File: src/rtl/coin_pkg.sv
// Shared definitions for the coin collector: lane codes, slot geometry and
// the per-slot classification state.
package coin_pkg;

    localparam int SLOT_W    = 9;
    localparam int NUM_SLOTS = 3;

    localparam logic [1:0] LANE_NONE = 2'd0;
    localparam logic [1:0] LANE_1    = 2'd1;
    localparam logic [1:0] LANE_2    = 2'd2;
    localparam logic [1:0] LANE_3    = 2'd3;

    typedef enum logic [1:0] {
        IDLE   = 2'd0,
        ARMED  = 2'd1,
        HIT    = 2'd2,
        MISSED = 2'd3
    } slot_state_t;

    function automatic logic [1:0] count_ones3(input logic [2:0] v);
        return 2'(v[0]) + 2'(v[1]) + 2'(v[2]);
    endfunction

endpackage

File: src/rtl/coin_slot_tracker.sv
// Classifies one coin slot per occupancy as hit or missed and holds the
// clear request towards the spawner while a collected coin is still present.
module coin_slot_tracker
    import coin_pkg::*;
#(
    parameter logic [SLOT_W-1:0] HIT_Y_MIN = 9'd400,
    parameter logic [SLOT_W-1:0] HIT_Y_MAX = 9'd440
) (
    input  logic              clk,
    input  logic              rst,
    input  logic [1:0]        lane,
    input  logic [SLOT_W-1:0] y,
    input  logic [1:0]        player_lane,
    output logic              clear_req,
    output logic              hit_evt,
    output logic              miss_evt
);

    slot_state_t state_reg;
    slot_state_t state_next;
    logic        hit_cond;

    assign hit_cond = (lane == player_lane) && (player_lane != LANE_NONE) &&
                      (y >= HIT_Y_MIN) && (y <= HIT_Y_MAX);

    always_ff @(posedge clk or negedge rst) begin
        if (!rst) begin
            state_reg <= IDLE;
        end else begin
            state_reg <= state_next;
        end
    end

    // hit_evt/miss_evt flag the transition taken at the coming edge so the
    // top can fold them into score and combo on that same edge.
    always_comb begin
        state_next = state_reg;
        hit_evt    = 1'b0;
        miss_evt   = 1'b0;
        case (state_reg)
            IDLE: begin
                if (lane != LANE_NONE) begin
                    state_next = ARMED;
                end
            end
            ARMED: begin
                if (lane == LANE_NONE) begin
                    state_next = IDLE;
                end else if (hit_cond) begin
                    state_next = HIT;
                    hit_evt    = 1'b1;
                end else if (y > HIT_Y_MAX) begin
                    state_next = MISSED;
                    miss_evt   = 1'b1;
                end
            end
            HIT, MISSED: begin
                if (lane == LANE_NONE) begin
                    state_next = IDLE;
                end
            end
            default: state_next = IDLE;
        endcase
    end

    assign clear_req = (state_reg == HIT);

endmodule

File: src/rtl/coin_collector.sv
// Per-slot coin classification feeding a saturating score and combo counter
// for the HUD, with clear requests back to the spawner.
module coin_collector
    import coin_pkg::*;
#(
    parameter logic [8:0]  HIT_Y_MIN      = 9'd400,
    parameter logic [8:0]  HIT_Y_MAX      = 9'd440,
    parameter logic [3:0]  COIN_POINTS    = 4'd1,
    parameter logic [3:0]  COMBO_BONUS_AT = 4'd5,
    parameter logic [15:0] SCORE_MAX      = 16'd9999
) (
    input  logic        clk,
    input  logic        rst,
    input  logic [5:0]  coins,
    input  logic [26:0] y,
    input  logic [1:0]  player_lane,
    output logic [2:0]  clear_req,
    output logic        collect,
    output logic        miss,
    output logic [15:0] score,
    output logic [3:0]  combo
);

    logic [NUM_SLOTS-1:0] hit_vec;
    logic [NUM_SLOTS-1:0] miss_vec;

    generate
        for (genvar gi = 0; gi < NUM_SLOTS; gi++) begin : g_slot
            coin_slot_tracker #(
                .HIT_Y_MIN (HIT_Y_MIN),
                .HIT_Y_MAX (HIT_Y_MAX)
            ) u_tracker (
                .clk         (clk),
                .rst         (rst),
                .lane        (coins[2*gi +: 2]),
                .y           (y[SLOT_W*gi +: SLOT_W]),
                .player_lane (player_lane),
                .clear_req   (clear_req[gi]),
                .hit_evt     (hit_vec[gi]),
                .miss_evt    (miss_vec[gi])
            );
        end
    endgenerate

    logic [1:0]  hits;
    logic [1:0]  misses;
    logic [4:0]  points;
    logic [6:0]  add;
    logic [16:0] score_sum;
    logic [4:0]  combo_sum;
    logic [15:0] score_next;
    logic [3:0]  combo_next;
    logic [15:0] score_reg;
    logic [3:0]  combo_reg;
    logic        collect_reg;
    logic        miss_reg;

    assign hits   = count_ones3(hit_vec);
    assign misses = count_ones3(miss_vec);

    // Bonus decision uses the combo as it stood before this cycle's events.
    always_comb begin
        points     = (combo_reg >= COMBO_BONUS_AT) ? {COIN_POINTS, 1'b0} : {1'b0, COIN_POINTS};
        add        = 7'(hits) * 7'(points);
        score_sum  = {1'b0, score_reg} + 17'(add);
        score_next = (score_sum > {1'b0, SCORE_MAX}) ? SCORE_MAX : score_sum[15:0];
        combo_sum  = (misses != 2'd0) ? 5'(hits) : ({1'b0, combo_reg} + 5'(hits));
        combo_next = (combo_sum > 5'd15) ? 4'd15 : combo_sum[3:0];
    end

    always_ff @(posedge clk or negedge rst) begin
        if (!rst) begin
            score_reg   <= '0;
            combo_reg   <= '0;
            collect_reg <= 1'b0;
            miss_reg    <= 1'b0;
        end else begin
            score_reg   <= score_next;
            combo_reg   <= combo_next;
            collect_reg <= (hits != 2'd0);
            miss_reg    <= (misses != 2'd0);
        end
    end

    assign score   = score_reg;
    assign combo   = combo_reg;
    assign collect = collect_reg;
    assign miss    = miss_reg;

endmodule

File: config.mk
export PLATFORM = sky130hd
export DESIGN_NAME = coin_collector
export DESIGN_NICKNAME = d
export VERILOG_FILES = /design/src/rtl/coin_pkg.sv /design/src/rtl/coin_slot_tracker.sv /design/src/rtl/coin_collector.sv
export SDC_FILE = /design/constraint.sdc
export NUM_CORES = 1
export LEC_CHECK = 0
export CORE_ASPECT_RATIO = 0.7
export CORE_MARGIN = 2
export CORE_UTILIZATION = 40
export DETAILED_ROUTE_END_ITERATION = 10
export GPL_TIMING_DRIVEN = 0
export PLACE_DENSITY = 0.8
export SYNTH_ARGS = -nofsm -noshare
export SYNTH_HDL_FRONTEND = slang
export SYNTH_HIERARCHICAL = 1
export SYNTH_SLANG_ARGS = --single-unit
File: constraint.sdc
create_clock -name clk -period 5.2 [get_ports clk]
set_input_delay 1.3 -clock clk [delete_from_list [all_inputs] [get_ports clk]]
set_output_delay 1.3 -clock clk [all_outputs]
set_load 0.01 [all_outputs]
==> out/summary.txt <==
vias per cell = 5.43
Placed Cells = 346
Total GRT Usage = 0.192
HPWL after DPL = 3880 um
CP Max Fanout = 9
Synth cell types = 49
non-filler cells, final = 357
Slew Viols, Final = 0
number of global-route vias before repair = 1890
sequential area share after synthesis = 0.343
Starting Density = 0.422
Setup Viol. Count Final = 0
worst vdd ir = 0.120 mV
1st-pass router iterations = 4
largest net degree at the start of global routing = 29
synthesized area per cell = 9.50 um^2
YS warnings = 6
global-route wire length before repair = 8710 um
Max Cap Viol = 0
ant diodes = 0
max reg flops = 16
most numerous cell in the Yosys netlist = dfrtp_1
Final min period = 5.09 ns
final clock period utilization by the worst path = 0.979
Yosys reg bits = 28
CTS max path bufs = 2
core area = 4830 um^2
die width = 89.4 um
via count = 1938
root buf cell = clkbuf_8
post-place instance area = 2750 um^2
Setup Crit Path Kind = input pin to flop
post-synth top area share = 0.343
Port Buffers = 61
H-tree depth = 1
DIE HEIGHT = 63.8 um
area grow syn2layout = 43.8%
worst-skew pair later-pin latency = 0.28 ns
antenna violations before repair = 0
grt ovf = 0
CTS Sinks = 28
area of the mapped netlist = 2040 um^2
Post-synth EDFFs = 0
# IOs = 62
Total Wirelength = 5290 um
r2r worst-path depth = 13
cell area power density = 184 nW/um^2
Final Skew = 0.00618 ns
Hold/Removal Path Class = flop to flop
run status = finished clean
Synth async-reset ratio = 1.00
CP endpoint = score[0]
residual DRC count = 0
TritonCTS clock tree = done
worst slew pin tran = 0.593 ns
Nets = 338
Critical Path Source Type = input pin
post-route design area = 2940 um^2
clock-pin slew on the worst setup and hold paths = 0.09 ns
WP data required = 5.37 ns
commonest cells in the netlist = 28 x dfrtp_1, 25 x nor2_1, 16 x nor3_1
DIE AREA = 5700 um^2
worst r2r src = g_slot[2].u_tracker/state_reg[1]
TritonCTS Buffers = 3
Top FF cell, synth = dfrtp_1
leading post-synthesis cells by cell area = dfrtp_1 34%, ha_1 4.9%, nor2_1 4.6%
routed len/inst = 14.8 um
Final Hold Viols = 0
Worst R2R Setup Slack = 1.12 ns
endpoint type of the worst setup path = flop
leakage = 1.22 nW
fmax = 196 MHz
ratio of cells with drive above 1 in the final layout = 0.198
placer congestion estimate = 0.929
relative slew slack = 0.594
Crit. Startpoint = y[8]
Starting DRT DRC Count = 189
antenna-violating nets left = 0
Overall Power = 0.539 mW
cell row count = 21
CP arrival = 5.26 ns
area leader, netlist = dfrtp_1
worst r2r dst = score[0]
cells after synthesis = 215
==> power breakdown <==
group,leakage [nW],internal (mW),switching [mW],total (mW)
clock network,0.0288,0.0678,0.0682,0.136
logic,0.868,0.0809,0.0699,0.151
registers,0.327,0.235,0.0165,0.252
total,1.22,0.384,0.155,0.539
==> layer usage <==
layer  global-route usage  part of all wire  vias up
met3               0.0336             0.058        6
met1                0.292              0.47      922
li1                     -                 -      942
met5                    0                 0        -
met4               0.0336             0.010        0
met2                0.290              0.46       68
==> cells by family (layout without fill, tap and decap cells) <==
kind of cell | count (synthesis) | count (layout) | share of synthesized area
AO/OA/AOI/OAI | 46 | 46 | 0.175
XOR/XNOR | 13 | 13 | 0.0558
adder cells (fa/ha/maj) | 12 | 12 | 0.0882
buffers and inverters | 13 | 85 | 0.0325
flip-flops | 28 | 28 | 0.343
multiplexers | 3 | 3 | 0.0184
other | 1 | 2 | 0.00184
AND/OR/NAND/NOR | 99 | 99 | 0.285
==> worst max-delay path, stage by stage <==
cell and delay [ns]:
clkdlybuf4s50_1 0.47, nand2_2 0.07, or3_4 0.36, nor3_4 0.20, fa_1 0.45, mux2_4 0.30
ha_4 0.22, ha_4 0.17, fa_2 0.38, a21oi_4 0.27, nor4_4 0.09, mux2_4 0.31
a211o_1 0.27, buf_6 0.14, a211o_2 0.26
==> cell usage in the layout, fill, tap and decap left out, types with 5 or more instances in the layout <==
cell and instances:
nor3_1 10, ha_1 5, nand2_1 12, nand3_1 9
a31oi_1 8, buf_2 5, dfrtp_1 28, inv_1 8
buf_4 7, clkdlybuf4s50_1 45, nor2b_1 6, dlymetal6s2s_1 6
xnor2_1 10, nor2_1 25, a21oi_1 6
==> how the worst min path moves through the flow <==
stage,to,start,depth (start not counted),slack (ns)
floorplan,g_slot[0].u_tracker/state_reg[1],g_slot[0].u_tracker/state_reg[0],2,0.54
global placement,score[13],score[15],2,0.54
detailed placement,score[13],score[15],2,0.55
CTS,score[13],score[15],2,0.57
global route,score[13],score[15],2,0.63
finish,score[13],score[15],2,0.57
==> repair_timing <==
item                                    4_1_cts  5_1_grt
endpoints found under the setup margin       14        8
hold buffers                                  0        0
resized for setup                            23       26
buffers inserted                              3        5
pin swaps                                     6       15
==> metrics by stage <==
| stage | setup TNS [ns] | hold slack [ns] | utilization | setup WS (ns) |
|---|---|---|---|---|
| after global routing | -0.0854 | 0.631 | 0.607 | -0.0269 |
| after CTS | 0 | 0.571 | 0.595 | 0.0198 |
| after detailed placement | -10.41 | 0.545 | 0.568 | -0.915 |
| after floorplan | 0 | 0.537 | - | 0.0224 |
| after global placement | -9.85 | 0.535 | 0.568 | -0.871 |
| final | 0 | 0.567 | 0.607 | 0.110 |
==> area by class of cell <==
type,instances,area (um^2)
Sequential cell,28,701
Tap cell,69,86.3
Clock buffer,4,55.1
Inverter,8,30.0
Multi-Input combinational cell,175,1390
Buffer,5,36.3
Timing Repair Buffer,68,639
Fill cell,421,1900
No activity file was read; power rests on OpenSTA's default activity.
